[config.mk]
export PLATFORM = sky130hd
export DESIGN_NAME = xcarry
export DESIGN_NICKNAME = d
export VERILOG_FILES = /design/src/rtl/xcarry_pkg.sv /design/src/rtl/xcarry_step.sv /design/src/rtl/xcarry.sv
export SDC_FILE = /design/constraint.sdc
export NUM_CORES = 1
export LEC_CHECK = 0
export ABC_AREA = 1
export CAP_MARGIN = 30
export CORE_MARGIN = 3
export CORE_UTILIZATION = 25
export CTS_BUF_LIST = sky130_fd_sc_hd__clkbuf_2
export CTS_CLUSTER_DIAMETER = 40
export DETAILED_ROUTE_END_ITERATION = 6
export SLEW_MARGIN = 30
export SYNTH_ARGS = -nofsm -noshare
export SYNTH_HDL_FRONTEND = slang
export SYNTH_SLANG_ARGS = --single-unit
[constraint.sdc]
create_clock -name clock -period 10.7 [get_ports clock]
set_input_delay 1.605 -clock clock [delete_from_list [all_inputs] [get_ports clock]]
set_output_delay 1.605 -clock clock [all_outputs]
set_load 0.01 [all_outputs]
[src/rtl/xcarry_pkg.sv]
// Shared constants, widths and FSM encoding for the xcarry column-carry reducer.
// Build option: define XCARRY_FOLD_EN to enable the mod 2^255-19 fold step.
// Without it the final carry leaves as a 6th output beat and no fold happens.
package xcarry_pkg;

  // Radix-2^51 limb geometry
  localparam int LIMB_W  = 51;
  localparam int LIMB_N  = 5;
  localparam int FOLD_K  = 19;
  localparam int TAG_W   = 5;

  // Datapath widths
  localparam int WORD_W  = 64;             // column words and output beats
  localparam int CARRY_W = 66;             // t and c inside the propagation step
  localparam int FOLD_W  = 72;             // u = limb0 + 19*c
  localparam int LIMBX_W = LIMB_W + 1;     // limb1 may reach 2^51 + 2^21 after the fold

  // Index helpers for the 3-bit column/beat counter
  localparam logic [2:0] LAST_COL  = 3'(LIMB_N - 1);
  localparam logic [2:0] LIMB_N_3  = 3'(LIMB_N);
`ifdef XCARRY_FOLD_EN
  localparam logic [2:0] LAST_BEAT = 3'(LIMB_N - 1);
`else
  localparam logic [2:0] LAST_BEAT = 3'(LIMB_N);   // extra beat carries c[63:0]
`endif

  // Controller states
  typedef enum logic [1:0] {
    ST_LOAD = 2'd0,
    ST_PROP = 2'd1,
    ST_FOLD = 2'd2,
    ST_EMIT = 2'd3
  } state_e;

  // Zero-extend a (possibly widened) limb into an output word
  function automatic logic [WORD_W-1:0] limb_to_word(input logic [LIMBX_W-1:0] limb);
    return WORD_W'(limb);
  endfunction

endpackage

[src/rtl/xcarry_step.sv]
// One carry-propagation step: folds the incoming carry into a column's low
// word, keeps 51 bits as the limb and pushes the rest plus the high word
// forward as the next carry. Purely combinational; the top time-shares it.
module xcarry_step
  import xcarry_pkg::*;
(
  input  logic [WORD_W-1:0]  lo_i,
  input  logic [WORD_W-1:0]  hi_i,
  input  logic [CARRY_W-1:0] cin_i,
  output logic [LIMB_W-1:0]  limb_o,
  output logic [CARRY_W-1:0] cout_o
);

  logic [CARRY_W-1:0] t_w;

  // t = lo + c; limb = t mod 2^51; c' = hi + (t >> 51)
  always_comb begin
    t_w    = CARRY_W'(lo_i) + cin_i;
    limb_o = t_w[LIMB_W-1:0];
    cout_o = CARRY_W'(hi_i) + CARRY_W'(t_w[CARRY_W-1:LIMB_W]);
  end

endmodule

[src/rtl/xcarry.sv]
// Column-to-limb carry reducer. Collects five (lo, hi) column beats, whose
// value is lo + hi*2^51, propagates carries into five 51-bit limbs, optionally
// folds the top carry back with 2^255 = 19 (mod p), then streams the limbs.
// Build option: XCARRY_FOLD_EN enables the fold; otherwise the carry-out is
// sent as a 6th beat (out_idx = 5) and the limbs are left unreduced.
//
// Handshake: a beat moves on a rising edge only when valid and ready are both
// high. in_ready is high exactly in LOAD; out_valid is high exactly in EMIT,
// and out_data/out_idx/out_tag are registers that change only on a transfer,
// so they hold while out_ready is low.
module xcarry
  import xcarry_pkg::*;
(
  input  logic              clock,
  input  logic              reset,
  input  logic              in_valid,
  output logic              in_ready,
  input  logic [TAG_W-1:0]  in_tag,
  input  logic [WORD_W-1:0] in_lo,
  input  logic [WORD_W-1:0] in_hi,
  output logic              out_valid,
  input  logic              out_ready,
  output logic [WORD_W-1:0] out_data,
  output logic [2:0]        out_idx,
  output logic [TAG_W-1:0]  out_tag,
  output state_e            dbg_state
);

  // Controller state and counters
  state_e             state_q;
  logic [2:0]         cnt_q;          // column index in LOAD/PROP, beat index in EMIT
  logic [CARRY_W-1:0] c_q;            // running carry
  logic [TAG_W-1:0]   tag_q;

  // Column storage and reduced limbs
  logic [WORD_W-1:0]  col_lo_q [LIMB_N];
  logic [WORD_W-1:0]  col_hi_q [LIMB_N];
  logic [LIMBX_W-1:0] limb_q   [LIMB_N];

  // Registered output beat
  logic               out_valid_q;
  logic [WORD_W-1:0]  out_data_q;
  logic [2:0]         out_idx_q;

  // Shared step datapath
  logic [LIMB_W-1:0]  step_limb;
  logic [CARRY_W-1:0] step_cout;

  // Next-beat selection in EMIT
  logic [2:0]         next_k;
  logic [WORD_W-1:0]  emit_next;

  xcarry_step u_step (
    .lo_i   (col_lo_q[cnt_q]),
    .hi_i   (col_hi_q[cnt_q]),
    .cin_i  (c_q),
    .limb_o (step_limb),
    .cout_o (step_cout)
  );

`ifdef XCARRY_FOLD_EN
  logic [FOLD_W-1:0] fold_u;

  // u = limb0 + 19*c, the wrap-around of the carry out of limb 4
  always_comb begin
    fold_u = FOLD_W'(limb_q[0]) + FOLD_W'(c_q) * FOLD_W'(FOLD_K);
  end
`else
  // Carry is below 2^63 by contract; only its low word is ever emitted
  logic unused_c_top;
  assign unused_c_top = |c_q[CARRY_W-1:WORD_W];
`endif

  // Data for the beat following the current one
  always_comb begin
    next_k    = cnt_q + 3'd1;
    emit_next = '0;
    if (next_k < LIMB_N_3) emit_next = limb_to_word(limb_q[next_k]);
`ifndef XCARRY_FOLD_EN
    else emit_next = c_q[WORD_W-1:0];
`endif
  end

  // Controller: collect columns, propagate, fold, then stream limbs
  always_ff @(posedge clock) begin
    if (!reset) begin
      state_q     <= ST_LOAD;
      cnt_q       <= '0;
      c_q         <= '0;
      tag_q       <= '0;
      out_valid_q <= 1'b0;
      out_data_q  <= '0;
      out_idx_q   <= '0;
    end else begin
      unique case (state_q)
        ST_LOAD: begin
          if (in_valid) begin
            col_lo_q[cnt_q] <= in_lo;
            col_hi_q[cnt_q] <= in_hi;
            if (cnt_q == 3'd0) tag_q <= in_tag;
            if (cnt_q == LAST_COL) begin
              cnt_q   <= '0;
              c_q     <= '0;
              state_q <= ST_PROP;
            end else begin
              cnt_q <= cnt_q + 3'd1;
            end
          end
        end

        ST_PROP: begin
          limb_q[cnt_q] <= LIMBX_W'(step_limb);
          c_q           <= step_cout;
          if (cnt_q == LAST_COL) begin
            cnt_q <= '0;
`ifdef XCARRY_FOLD_EN
            state_q <= ST_FOLD;
`else
            // limb 0 was written four cycles ago, so it can be presented now
            state_q     <= ST_EMIT;
            out_valid_q <= 1'b1;
            out_idx_q   <= '0;
            out_data_q  <= limb_to_word(limb_q[0]);
`endif
          end else begin
            cnt_q <= cnt_q + 3'd1;
          end
        end

        ST_FOLD: begin
`ifdef XCARRY_FOLD_EN
          // Present the folded limb 0 directly; its register updates together
          limb_q[0]   <= LIMBX_W'(fold_u[LIMB_W-1:0]);
          limb_q[1]   <= limb_q[1] + LIMBX_W'(fold_u[FOLD_W-1:LIMB_W]);
          out_data_q  <= WORD_W'(fold_u[LIMB_W-1:0]);
          out_valid_q <= 1'b1;
          out_idx_q   <= '0;
          cnt_q       <= '0;
          state_q     <= ST_EMIT;
`else
          // Unreachable without the fold; recover to a clean start
          cnt_q   <= '0;
          state_q <= ST_LOAD;
`endif
        end

        ST_EMIT: begin
          if (out_ready) begin
            if (cnt_q == LAST_BEAT) begin
              out_valid_q <= 1'b0;
              cnt_q       <= '0;
              c_q         <= '0;
              state_q     <= ST_LOAD;
            end else begin
              cnt_q      <= next_k;
              out_idx_q  <= next_k;
              out_data_q <= emit_next;
            end
          end
        end

        default: begin
          cnt_q   <= '0;
          state_q <= ST_LOAD;
        end
      endcase
    end
  end

  assign in_ready  = (state_q == ST_LOAD);
  assign out_valid = out_valid_q;
  assign out_data  = out_data_q;
  assign out_idx   = out_idx_q;
  assign out_tag   = tag_q;
  assign dbg_state = state_q;

endmodule

Word level (Yosys, flattened, before mapping) --
Memory sizes are Yosys's and may differ from the RTL's. A register that Yosys moved wholly into a read port is not among the register bits. Cells that the tools add are included. Widths: inputs -> output; s select.
Storage, ports and cells: bits in registers 144, RAM bits 895, output and inout port bits 76, word-level logic and storage cells 75, memories 3
Memories:
- col_hi_q | words 5, width 64, rd ports 1, clocked after Yosys merged registers in 1, wr ports 1, line xcarry.sv:37 | logic [WORD_W-1:0] col_hi_q [LIMB_N];
- col_lo_q | words 5, width 64, rd ports 1, clocked after Yosys merged registers in 1, wr ports 1, line xcarry.sv:36 | logic [WORD_W-1:0] col_lo_q [LIMB_N];
- limb_q | words 5, width 51, rd ports 2, clocked after Yosys merged registers in 0, wr ports 1, line xcarry.sv:38 | logic [LIMBX_W-1:0] limb_q [LIMB_N];
Cells by class: add/subtract/negate cells 3, $lt $le $gt $ge 1, eq/ne operators 11, mux-type cells 40, reduce and logical (&&, ||, !) cells 10
Operators by type and width (number):
- $mux 66 | 4
- $mux 64 | 4
- $pmux 66 s3 | 1
- $pmux 64 s2 | 1
- $add 64x66->66 | 1
- $add 64x15->65 | 1
- $mux 3 | 11
- $pmux 3 s4 | 1
- $mux 1 | 10
- $mux 2 | 5
- $ne 2x2->1 const B | 5
- $reduce_and 5->1 | 2
- $pmux 2 s4 | 1
- $reduce_and 4->1 | 2
- $eq 3x3->1 const B | 2
- $pmux 3 s2 | 1
- $eq 2x2->1 const B | 2
- $add 3x1->3 const B | 1
- $logic_not 3->1 | 1
- $lt 3x3->1 const B | 1
- $reduce_and 3->1 | 1
- $reduce_bool 3->1 | 1
- $eq 2x1->1 const B | 1
- $logic_not 2->1 | 1
- other kinds (4) | 4

Longest topological paths before layout --
Gate-level depths: netlist of the first run.
word-level depth 6, depth in mapped cells 37, gate-level depth less buffers 33

Modules after synthesis --
From an unflattened synthesis of the first run, not the netlist that was laid out.
Unflattened totals: cells, all modules 5411, area total of the unflattened synthesis 49476.2 um^2
Modules (own cells, without submodules):
- xcarry | times used 1, cells an instance 3756, area an instance 41354.7 um^2, seq. area each 29818.6 um^2
- xcarry_step | times used 1, cells an instance 1655, area an instance 8121.5 um^2, seq. area each 0.0 um^2

Worst setup path after synthesis of the first run --
OpenSTA, ideal clock, no wires.
path kind input port to flip-flop, start input reset, end memory col_hi_q[0][0], enable pin, arrival time 7.365 ns, data required time 10.083 ns, setup slack 2.718 ns, stages on the path 3, path buffers 1, cell sequence clkbuf_1 nand3_1 nor2_1
On the way: longest elaborated chain between the ends 2
RTL lines:
- start: declaration | line xcarry.sv:15 | input logic reset,
- $mux 1 | line xcarry.sv:86 | if (!reset) begin
- $mux 1 (not written as such) | line xcarry.sv:99 | col_hi_q[cnt_q] <= in_hi;
- end: declaration | line xcarry.sv:37
No other way between the ends.

==> metrics.md, run 1 <==
| Metric | Value |
|---|---|
| Critical path buffers and inverters | 4 |
| H-tree depth | 5 |
| Synth cell types | 50 |
| Detail Placement HPWL | 114000 um |
| Async set or reset register ratio after synthesis | 0 |
| Final max-slew violation count | 0 |
| Worst Max-Slew Pin Slew | 1.09 ns |
| Psw | 0.00714 W |
| FF+latch count, synth | 1041 |
| Critical Path Slowest Stage Cell | buf_4 |
| DRT antenna net count | 0 |
| Max frequency | 140 MHz |
| Die area | 196000 um^2 |
| Reg clk slew, reported paths | 0.11 ns |
| Slew margin rel. | 0.273 |
| IO Pins | 213 |
| DR WL/cell | 21.0 um |
| Clock Latency Late Sink | 1.70 ns |
| Longest Clk Path Bufs | 4 |
| RSZ-0062 raised after global routing | false |
| Yosys top cell by area | edfxtp_1 |
| # setup viols final | 0 |
| Critical path launch point type | register |
| Layout Skew | 0.253 ns |
| Post-Syn Instances | 4825 |
| Max-cap violation count | 0 |
| Worst vdd ir | 0.207 mV |
| Drt pass-1 iters | 6 |
| Hold Crit Class | register to register |
| Int Power | 0.00824 W |
| Mapped Area | 47700 um^2 |
| CTS root buf | clkbuf_2 |
| Placed Instances | 7369 |
| Sequential area share after synthesis | 0.625 |
| Sw Ratio | 0.464 |
| Synth top cells by count | 1002 x nand2_1, 895 x edfxtp_1, 650 x nor2_1 |
| CTS hold repair buffers | 0 |
| CTS sink cnt | 1041 |
| Syn nets | 5046 |
| Vias | 37350 |
| Yosys Warn Count | 0 |
| Worst EP required | 12.03 ns |
| Final Util | 0.292 |
| DR DRC count | 0 |
| Syn_area_per_cell | 9.88 um^2 |
| Post-route insts no fill | 7875 |
| Status | complete, no violations |
| Initial DRC count | 3446 |
| Layout Nets | 5389 |
| Vias per cell | 4.74 |
| Final Cycle Share | 0.669 |
| Arrival time worst endpoint | 8.48 ns |
| Synth Flop Type | edfxtp_1 |
| Cell Pwr Density | 279 nW/um^2 |
| Fillers | 19568 |
| Area contributors post-synth | edfxtp_1 56%, nand2_1 7.9%, dfxtp_1 6.1% |
| Combinational share of power | 0.453 |
| Minimum clock period | 7.16 ns |
| Clock power share | 0.182 |
| Family with the most delay on the worst path | compound AO/OA/AOI/OAI gates |
| TritonCTS clock tree | yes |
| Most used cell, CP | nand2_1 |
| TritonCTS Buffers | 292 |
| Hold Fails Final Rpt | 0 |
| Crit path max fanout | 78 |
| Setup TNS | 0 ns |
| Core Footprint | 189000 um^2 |
| Post-synth EDFFs | 895 |
| Fraction of layout cells with a size suffix above 1 | 0.115 |
| Delay of the slowest critical-path stage | 0.65 ns |
| Drt total wl | 165000 um |
| Initial Util | 0.253 |
| Layout area overhead | 15.5% |
| Top-count cell post-synth | nand2_1 |
| Global-route wire length before repair | 240000 um |
| Seq pwr share | 0.365 |
| Synth top area share | 0.564 |
| Die Y-Extent | 443 um |
| Rows | 159 |
| Initial antenna violation count | 36 |
| Largest net degree at the start of global routing | 147 |
| Final Wtd Congestion | 0.958 |
| Flop2flop setup slack | 3.54 ns |
| CP Capture Type | register |
| Leak Pwr | 20.3 nW |
| Die W | 443 um |
| Cts repair resizes | 0 |
| # Post-CTS Setup Buffers | 0 |
| Total track usage | 0.164 |
| Total grt overflow | 0 |
| PortBufs | 212 |
| Vias in the first global route | 35770 |
| Critical path class | register to register |
sequential cells by signal, summed over array words and instances (netlist names), named ones only:
signal	cells
limb_q	255
out_idx	3
dbg_state	2
c_q	65
out_tag	5
out_data	64
col_hi_q	320
cnt_q	3
out_valid	1
col_lo_q	320
metrics by stage:
| stage | instance area [um^2] | setup WS [ns] | power (W) | hold WS (ns) |
|---|---|---|---|---|
| finish | 55100 | 3.54 | 0.0154 | 0.482 |
| detailed placement | 52500 | 3.64 | 0.0126 | 0.481 |
| global placement | 52500 | 3.89 | 0.0126 | 0.470 |
| global route | 55000 | 3.08 | 0.0164 | 0.385 |
| floorplan | 47700 | 2.72 | 0.00983 | 0.455 |
| CTS | 55000 | 3.57 | 0.0154 | 0.252 |
worst reg2reg max path, delay by kind of cell, from the launching register on:
| kind | cells | cell delay, ns |
|---|---|---|
| AOI/OAI and AO/OA | 9 | 2.52 |
| adders and majority gates | 3 | 1.02 |
| and+or+nand+nor | 10 | 1.36 |
| buffers and inverters | 4 | 1.45 |
| DFF | 1 | 0.59 |
power groups by stage:
stage               sequential, W  combinational [W]  clock (W)
floorplan                 0.00552            0.00431          0
finish                    0.00561            0.00697    0.00280
detailed placement        0.00570            0.00687          0
CTS                       0.00561            0.00690    0.00290
global placement          0.00570            0.00688          0
global route              0.00563            0.00763    0.00310
layout by cell type (no fill, tap or decap), drive strengths merged, types with 27 or more instances in the layout:
cell and count:
a21oi 415, a31oi 120, buf 58, clkbuf 412
clkdlybuf4s50 211, clkinv 66, dfxtp 146, edfxtp 895
ha 82, inv 343, nand2 1013, nand3 267
nor2 672, o21ai 382, o22ai 42, or2 45
xnor2 27, xor2 31
final cells by class:
class	count	area (um^2)	area share
Sequential cell	1041	29800	0.541
Tap cell	2495	3120	0.0567
Timing Repair Buffer	269	2560	0.0464
Inverter	341	1290	0.0235
Clock inverter	75	443	0.00804
Antenna cell	19	47.5	0.000864
Clock buffer	412	2060	0.0375
Multi-Input combinational cell	3223	15700	0.286
logic make-up (layout without fill, tap and decap cells):
| group | Yosys count | after routing | synth area share |
|---|---|---|---|
| AO/OA/AOI/OAI | 1035 | 1035 | 0.118 |
| XOR/XNOR | 58 | 58 | 0.0108 |
| buffers and inverters | 561 | 1097 | 0.0481 |
| AND/OR/NAND/NOR | 2046 | 2046 | 0.176 |
| adder cells (fa/ha/maj) | 84 | 84 | 0.0224 |
| other | 0 | 19 | 0 |
| flip-flops | 1041 | 1041 | 0.625 |
layer usage:
layer	GRT usage	vias up	part of all wire
met5	0	-	0.00066
met4	0.0797	16	0.046
met3	0.0371	324	0.075
met2	0.268	1503	0.47
met1	0.204	17932	0.41
li1	-	17575	-
path summary, 6_finish.rpt:
| path | endpoint | cells past startpoint | start |
|---|---|---|---|
| worst max-delay path | c_q[27]$_SDFFE_PN0P_ | 26 | register |
| worst min-delay path | out_data[45]$_SDFFE_PN0P_ | 2 | limb_q[0][45]$_DFFE_PP_ |
| worst max register to register | c_q[27]$_SDFFE_PN0P_ | 26 | register |
| worst min register to register | out_data[45]$_SDFFE_PN0P_ | 2 | limb_q[0][45]$_DFFE_PP_ |
(Power assumes the default switching activity.)
==> inputs of run 2 (changes only) <==
Clock period 10.7 ns to 7.4 ns, I/O delays scaled along.
==> run 2 against run 1 <==
Against the previous run:
- sequential cell count did not move
- combinational power up 49%
- count of clock-buffer cells in the layout is 2 higher
- first-iteration DRC count rose by 1.5%
- total power up 45%
- hold slack got worse by 0.27 ns
- core utilization up 0.65 points
- register-to-register slack got worse by 2.5 ns
- critical path type unchanged
- critical endpoint is now c_q[38]$_SDFFE_PN0P_
- largest cell class unchanged
- highest routed layer unchanged
==> metrics.md, run 2 (synthesis results as in run 1) <==
| Metric | Value |
|---|---|
| CP Capture Type | register |
| Worst vdd ir | 0.237 mV |
| Fraction of layout cells with a size suffix above 1 | 0.116 |
| Critical path launch point type | register |
| Worst slack at placement | 1.07 ns |
| Most frequent cells in the layout | 998 x nand2_1, 895 x edfxtp_1, 639 x nor2_1 |
| Most common cell after layout, fill and taps aside | nand2_1 |
| Setup TNS | 0 ns |
| Total grt overflow | 0 |
| Worst Slack Setup Final | 1.08 ns |
| WHS | 0.207 ns |
| DR WL/cell | 21.0 um |
| IO Pins | 213 |
| Drt pass-1 iters | 6 |
| Initial DRC count | 3496 |
| H-tree depth | 5 |
| Hold Fails Final Rpt | 0 |
| Cts repair resizes | 0 |
| Vias | 37831 |
| Family with the most delay on the worst path | simple AND/OR/NAND/NOR gates |
| Core Footprint | 189000 um^2 |
| Largest registers | col_hi_q: 320 flops, col_lo_q: 320 flops, limb_q: 255 flops |
| PortBufs | 212 |
| Final instance area | 56300 um^2 |
| Cell Pwr Density | 396 nW/um^2 |
| Drt total wl | 168000 um |
| Clock Latency Late Sink | 1.70 ns |
| CTS root buf | clkbuf_2 |
| Hold Crit Class | input port to register |
| Die Y-Extent | 443 um |
| Placed Area | 52800 um^2 |
| Die W | 443 um |
| Longest Clk Path Bufs | 4 |
| Slew margin rel. | 0.210 |
| Initial antenna violation count | 25 |
| Reg clk slew, reported paths | 0.11 ns |
| Critical Path Slowest Stage Cell | buf_4 |
| Crit path max fanout | 69 |
| Layout Nets | 5519 |
| # setup viols final | 0 |
| Rows | 159 |
| Delay of the slowest critical-path stage | 0.63 ns |
| Worst Max-Slew Pin Slew | 1.18 ns |
| Placed Instances | 7391 |
| Die area | 196000 um^2 |
| Most used cell, CP | nand2_1 |
| Leak Pwr | 20.8 nW |
| Initial Util | 0.253 |
| Detail Placement HPWL | 116000 um |
| Vias in the first global route | 36325 |
| Total track usage | 0.166 |
| Post-route insts no fill | 7999 |
| Max-cap violation count | 0 |
| Layout area overhead | 18.0% |
| Largest net degree at the start of global routing | 117 |
| Global-route wire length before repair | 244000 um |
| Minimum clock period | 6.32 ns |
| Arrival time worst endpoint | 7.83 ns |
| Final Cycle Share | 0.854 |
| Critical path buffers and inverters | 4 |
| DR DRC count | 0 |
| Status | complete, no violations |
| Final max-slew violation count | 0 |
| Vias per cell | 4.73 |
| Final Wtd Congestion | 0.955 |
| RSZ-0062 raised after global routing | false |
| CTS sink cnt | 1041 |
| Layout Skew | 0.172 ns |
| Critical path class | register to register |
| DRT antenna net count | 0 |
| TritonCTS Buffers | 290 |
| TritonCTS clock tree | yes |
| Max frequency | 158 MHz |
| Worst EP required | 8.91 ns |
==> run 2: routing by layer <==
| layer | vias up | part of all wire | global-route usage |
|---|---|---|---|
| met5 | - | 0.00045 | 0 |
| met4 | 12 | 0.046 | 0.0770 |
| met3 | 289 | 0.065 | 0.0324 |
| met2 | 1458 | 0.47 | 0.275 |
| met1 | 18215 | 0.41 | 0.208 |
| li1 | 17857 | - | - |
==> run 2: worst register-to-register path: cells and delay by family, from the launching register on <==
family	cells	cell delay [ns]
XOR/XNOR	1	0.11
AND/OR/NAND/NOR	18	3.62
adder cells (fa/ha/maj)	2	0.66
AO/OA/AOI/OAI	3	0.42
buffers and inverters	4	0.99
flip-flops	1	0.39
==> run 2: layout make-up <==
type | instances | area (um^2)
well taps | 2495 | 3120
flip-flops and latches | 1041 | 29800
fillers | 19478 | 133000
multi-input cells | 3223 | 15700
repair buffers | 401 | 3940
diodes | 16 | 40.0
clock inverters | 68 | 277
inverters | 341 | 1290
clock buffers | 414 | 2070
==> run 2: final timing paths <==
path / startpoint / endpoint / slack [ns] / cells past startpoint
worst max-delay path: register / c_q[38]$_SDFFE_PN0P_ / 1.08 / 28
worst min-delay path: in_lo[37] / col_lo_q[2][37]$_DFFE_PP_ / 0.21 / 1
worst max register to register: register / c_q[38]$_SDFFE_PN0P_ / 1.08 / 28
worst min register to register: out_data[55]$_SDFFE_PN0P_ / out_data[55]$_SDFFE_PN0P_ / 0.47 / 2
==> run 2: timing repair <==
action,CTS,global route
hold buffers,110,0
setup endpoints to repair,0,0
setup buffers,0,0
endpoints found under the hold margin,519,0
==> run 2: metrics by stage <==
step / util / total power (W)
2_1_floorplan: - / 0.0142
3_3_place_gp: 0.279 / 0.0184
3_5_place_dp: 0.280 / 0.0184
4_1_cts: 0.298 / 0.0223
5_1_grt: 0.298 / 0.0237
6_report: 0.298 / 0.0223
==> run 2: power by group <==
part	switching [W]	total (W)	leakage, nW	internal [W]
Clock	0.00237	0.00386	1.87	0.00149
Combinational	0.00755	0.0104	9.66	0.00281
Sequential	0.000489	0.00806	9.27	0.00757
Total	0.0104	0.0223	20.8	0.0119
